### config.mk
export PLATFORM = sky130hd
export DESIGN_NAME = seg_scan
export DESIGN_NICKNAME = d
export VERILOG_FILES = /design/src/rtl/seg_scan.sv
export SDC_FILE = /design/constraint.sdc
export NUM_CORES = 1
export LEC_CHECK = 0
export ABC_AREA = 1
export BUFFER_PORTS_ARGS = -buffer_cell sky130_fd_sc_hd__buf_2
export CORE_MARGIN = 2
export CORE_UTILIZATION = 48
export CTS_CLUSTER_SIZE = 12
export DETAILED_ROUTE_END_ITERATION = 7
export PLACE_DENSITY = 0.8
export SYNTH_ARGS = -nofsm -noshare
export SYNTH_HDL_FRONTEND = slang
export SYNTH_SLANG_ARGS = --single-unit
### constraint.sdc
create_clock -name clk -period 1.9 [get_ports clk]
set_input_delay 0.19 -clock clk [delete_from_list [all_inputs] [get_ports clk]]
set_output_delay 0.19 -clock clk [all_outputs]
set_load 0.005 [all_outputs]
### src/rtl/seg_scan.sv
// Eight-digit time-multiplexed scanner for a common-anode seven-segment display.
// Frames are double-buffered and swapped only at the start of a scan frame.
module seg_scan #(
  parameter int SCAN_DIV  = 100000,
  parameter int BLANK_CYC = 1000
) (
  input  logic        clk,
  input  logic        rst,
  input  logic        load,
  input  logic [31:0] digits,
  input  logic [7:0]  digit_en,
  input  logic [7:0]  dp,
  output logic [7:0]  an,
  output logic [3:0]  nibble,
  output logic        dp_n,
  output logic        frame_start,
  output logic        dbg_state
);

  localparam int CW = $clog2(SCAN_DIV);
  localparam logic [CW-1:0] CNT_MAX = CW'(SCAN_DIV - 1);
  localparam logic [CW-1:0] BLANK_C = CW'(BLANK_CYC);

  typedef enum logic {
    ST_BLANK = 1'b0,
    ST_ON    = 1'b1
  } state_t;

  // r_cnt/r_idx hold the phase and slot that the next edge will display.
  logic [CW-1:0] r_cnt;
  logic [2:0]    r_idx;
  state_t        r_state;
  state_t        w_state_next;

  logic [31:0] r_pend_digits, r_act_digits;
  logic [7:0]  r_pend_en, r_act_en;
  logic [7:0]  r_pend_dp, r_act_dp;

  logic [31:0] w_pend_digits, w_act_digits;
  logic [7:0]  w_pend_en, w_act_en;
  logic [7:0]  w_pend_dp, w_act_dp;
  logic        w_boundary;

  logic [7:0]  w_an_next;
  logic [3:0]  w_nib_next;
  logic        w_dpn_next;

  assign w_boundary = (r_idx == 3'd0) && (r_cnt == '0);

  // A load on the boundary edge bypasses straight into the active buffer.
  assign w_pend_digits = load ? digits   : r_pend_digits;
  assign w_pend_en     = load ? digit_en : r_pend_en;
  assign w_pend_dp     = load ? dp       : r_pend_dp;

  assign w_act_digits = w_boundary ? w_pend_digits : r_act_digits;
  assign w_act_en     = w_boundary ? w_pend_en     : r_act_en;
  assign w_act_dp     = w_boundary ? w_pend_dp     : r_act_dp;

  always_ff @(posedge clk) begin
    if (rst) begin
      r_cnt <= '0;
      r_idx <= 3'd0;
    end else if (r_cnt == CNT_MAX) begin
      r_cnt <= '0;
      r_idx <= r_idx + 3'd1;
    end else begin
      r_cnt <= r_cnt + CW'(1);
    end
  end

  always_ff @(posedge clk) begin
    if (rst) begin
      r_pend_digits <= 32'd0;
      r_pend_en     <= 8'd0;
      r_pend_dp     <= 8'd0;
      r_act_digits  <= 32'd0;
      r_act_en      <= 8'd0;
      r_act_dp      <= 8'd0;
    end else begin
      r_pend_digits <= w_pend_digits;
      r_pend_en     <= w_pend_en;
      r_pend_dp     <= w_pend_dp;
      r_act_digits  <= w_act_digits;
      r_act_en      <= w_act_en;
      r_act_dp      <= w_act_dp;
    end
  end

  always_ff @(posedge clk) begin
    if (rst) r_state <= ST_BLANK;
    else     r_state <= w_state_next;
  end

  always_comb begin
    w_state_next = ST_ON;
    if (r_cnt < BLANK_C) w_state_next = ST_BLANK;
  end

  always_comb begin
    w_an_next  = 8'hFF;
    w_dpn_next = 1'b1;
    w_nib_next = w_act_digits[{r_idx, 2'b00} +: 4];
    if (w_state_next == ST_ON) begin
      w_an_next[r_idx] = ~w_act_en[r_idx];
      w_dpn_next       = ~(w_act_dp[r_idx] & w_act_en[r_idx]);
    end
  end

  always_ff @(posedge clk) begin
    if (rst) begin
      an          <= 8'hFF;
      nibble      <= 4'd0;
      dp_n        <= 1'b1;
      frame_start <= 1'b0;
    end else begin
      an          <= w_an_next;
      nibble      <= w_nib_next;
      dp_n        <= w_dpn_next;
      frame_start <= w_boundary;
    end
  end

  assign dbg_state = r_state;

endmodule

==> flow_summary.json <==
{
  "synthDistinctLibCells": 34,
  "wire_per_inst_um": 13.58,
  "start_util": 0.4876,
  "antenna_left": 0,
  "critPathCaptureType": "register",
  "dp_hpwl_mm": 9.039,
  "yosysTopAreaCell": "dfxtp_1",
  "path_buf_inv": 4,
  "skew_ns": 0.007367,
  "cts_sinks": 131,
  "finalCriticalPeriod_ns": 1.924,
  "cts_hold_buf": 0,
  "syn_avg_cell_area_um2": 7.126,
  "hold_ws_ns": 0.09022,
  "power_mw": 7.113,
  "violations": "setup timing",
  "power_density_nw_per_um2": 968.9,
  "row_count": 40,
  "cts_root_buf": "clkbuf_16",
  "ys_seq_area_frac": 0.4515,
  "coreArea_um2": 11910,
  "place_ws_ns": 0.01301,
  "reg2reg_from": "r_cnt[0]",
  "rsz0062_at_grt": "true",
  "netlist.area_leader.share": 0.4515,
  "drv_slew": 0,
  "antenna_found_initial": 0,
  "synth_most_common_cell": "nand2_1",
  "cts_tree": "yes",
  "yosys_warnings": 0,
  "place_congestion": 0.8430,
  "slowest_delay_ns": 0.33,
  "worstHoldStart": "dp[4]",
  "ctsHtreeMaxLevel": 4,
  "via_per_inst": 5.175,
  "clk_pin_slew_worst_paths_ns": 0.06,
  "syn_nets": 870,
  "postSynth.asyncResetShare": 0,
  "critPathKind": "register to register",
  "netlist_instances": 815,
  "syn_to_final_growth_pct": 26.41,
  "dr_total_vias": 5527,
  "min_path_type": "primary input to register",
  "setup_viol": 4,
  "fin_crit_sh": 1.013,
  "status": "finished with violations",
  "dieArea_um2": 13000,
  "fin_tns_setup_ns": -0.06238,
  "dr.first_iter.drc_count": 454,
  "first_pass_iters": 5,
  "ys_ff_latch": 131,
  "cap_violations": 0,
  "io_pins": 66,
  "layout-drive-gt1-share": 0.2106,
  "numCtsBuffers": 17,
  "grt_usage": 0.2143,
  "die_w_um": 114,
  "cp-start-kind": "register",
  "die_h_um": 114,
  "crit_start": "r_cnt[0]",
  "fin_nets": 964,
  "grt_max_degree": 104,
  "cts_buffer_depth": 2,
  "slew_headroom": 0.6664,
  "grt_pass1_vias": 4904,
  "synthFlopType": "dfxtp_1",
  "finalHoldViolations": 0,
  "slowest_stage": "dfxtp_2",
  "antenna_cells": 0,
  "portBuffers": 65,
  "route.detailed.drc": 0,
  "syn_area_um2": 5808,
  "worst_pin_slew_ns": 0.4966,
  "fmax_mhz": 519.7,
  "path_max_fanout": 39,
  "synth_edf_count": 0,
  "fin_ws_ns": -0.02409,
  "finalWirelength_mm": 14.50,
  "grt_pass1_wl_mm": 22.42,
  "critPathArrivalTime_ns": 2.21,
  "final_cells": 1068,
  "worstSkewPairLatency_ns": 0.41,
  "leakagePower_nw": 3.534,
  "place_inst": 1030,
  "synth.area.top_cells": "dfxtp_1 45%, nand2_1 10%, inv_1 8.2%, nor2_1 7.4%, nand4_1 5.9%",
  "synth_common_cells": "157 x nand2_1, 131 x dfxtp_1, 127 x inv_1",
  "irDropWorstVdd_uv": 476.0,
  "path_cells": "inv_2 > ha_2 > nand2_1 > inv_1 > nand2_2 > nor2_4 > buf_12 > nand3_4 > buf_12 > o21ai_1 > nor2_1 > nor2_1 > nand4_1",
  "critPathTopFamily": "simple AND/OR/NAND/NOR gates",
  "crit_required_ns": 2.18,
  "grt-ovfl-total": 0
}
## stage by stage
| step | utilization | cell area (um2) |
|---|---|---|
| 2_1_floorplan | - | 5808 |
| 3_3_place_gp | 0.5454 | 6496 |
| 3_5_place_dp | 0.5454 | 6496 |
| 4_1_cts | 0.5938 | 7073 |
| 5_1_grt | 0.6164 | 7342 |
| 6_report | 0.6164 | 7342 |
## final timing paths
| kind | cells after the start | to | slack [ns] |
|---|---|---|---|
| worst max-delay path | 13 | dp_n | -0.02 |
| worst min-delay path | 3 | r_pend_dp[4] | 0.09 |
| worst max register to register | 13 | dp_n | -0.02 |
| worst min register to register | 2 | r_act_dp[3] | 0.48 |
## logic make-up after synthesis
kind of cell | after synthesis | share of synthesized area
compound gates | 106 | 0.1053
mux | 1 | 0.001723
xor+xnor | 5 | 0.007540
buf+inv | 173 | 0.1241
flops | 131 | 0.4515
simple gates | 395 | 0.3012
fa+ha+maj | 4 | 0.008617
## worst min-delay path: stages
cell and delay [ns]:
buf_2 0.07, mux2i_1 0.10, nor2_1 0.10
## placed cells by master (no fill, tap or decap), types with 5 or more instances in the layout
cell and n:
nand2_1 143, dfxtp_1 128, inv_1 124, nor2_1 114, buf_2 65, nand4_1 55, buf_4 38, o21ai_0 36
a21oi_1 35, nand3_1 33, o21a_1 18, clkbuf_16 18, nor3_1 12, o211ai_1 9, nand2_2 8, nand3_2 8
buf_12 8, nor2_4 7, nand2_4 6, inv_2 5
## metal layers
layer,GRT usage,vias up,part of all wire
met5,0,-,0
met4,0.06504,0,0.013
met3,0.05579,19,0.059
met2,0.3496,184,0.48
met1,0.2797,2526,0.45
li1,-,2798,-
## power by group
part	internal (mW)	switching, mW	leakage (nW)
Clock	1.86	1.21	0.275
Combinational	0.414	0.605	2.18
Sequential	2.96	0.0630	1.08
## registers in the layout, indices dropped and copies added (netlist names)
name           count
an                 8
r_cnt             17
r_act_digits      32
r_act_en           8
r_idx              3
frame_start        1
r_pend_digits     32
nibble             4
r_pend_en          8
dp_n               1
r_act_dp           8
r_pend_dp          8
dbg_state          1
## layout make-up
cell class              count  area [um2]
clock buffers              19       452.9
clock inverters            12       108.9
fillers                  1033        4569
inverters                 129       484.2
multi-input cells         513        2630
flip-flops and latches    131        2626
well taps                 147       183.9
repair buffers            117       855.8
## what timing repair did
action | 4_1_cts | 5_1_grt
cloned | 1 | 2
gates resized for setup | 2 | 52
buffers inserted | 0 | 4
setup endpoints to repair | 3 | 17
pin swaps | 1 | 15
(Power assumes the default switching activity.)
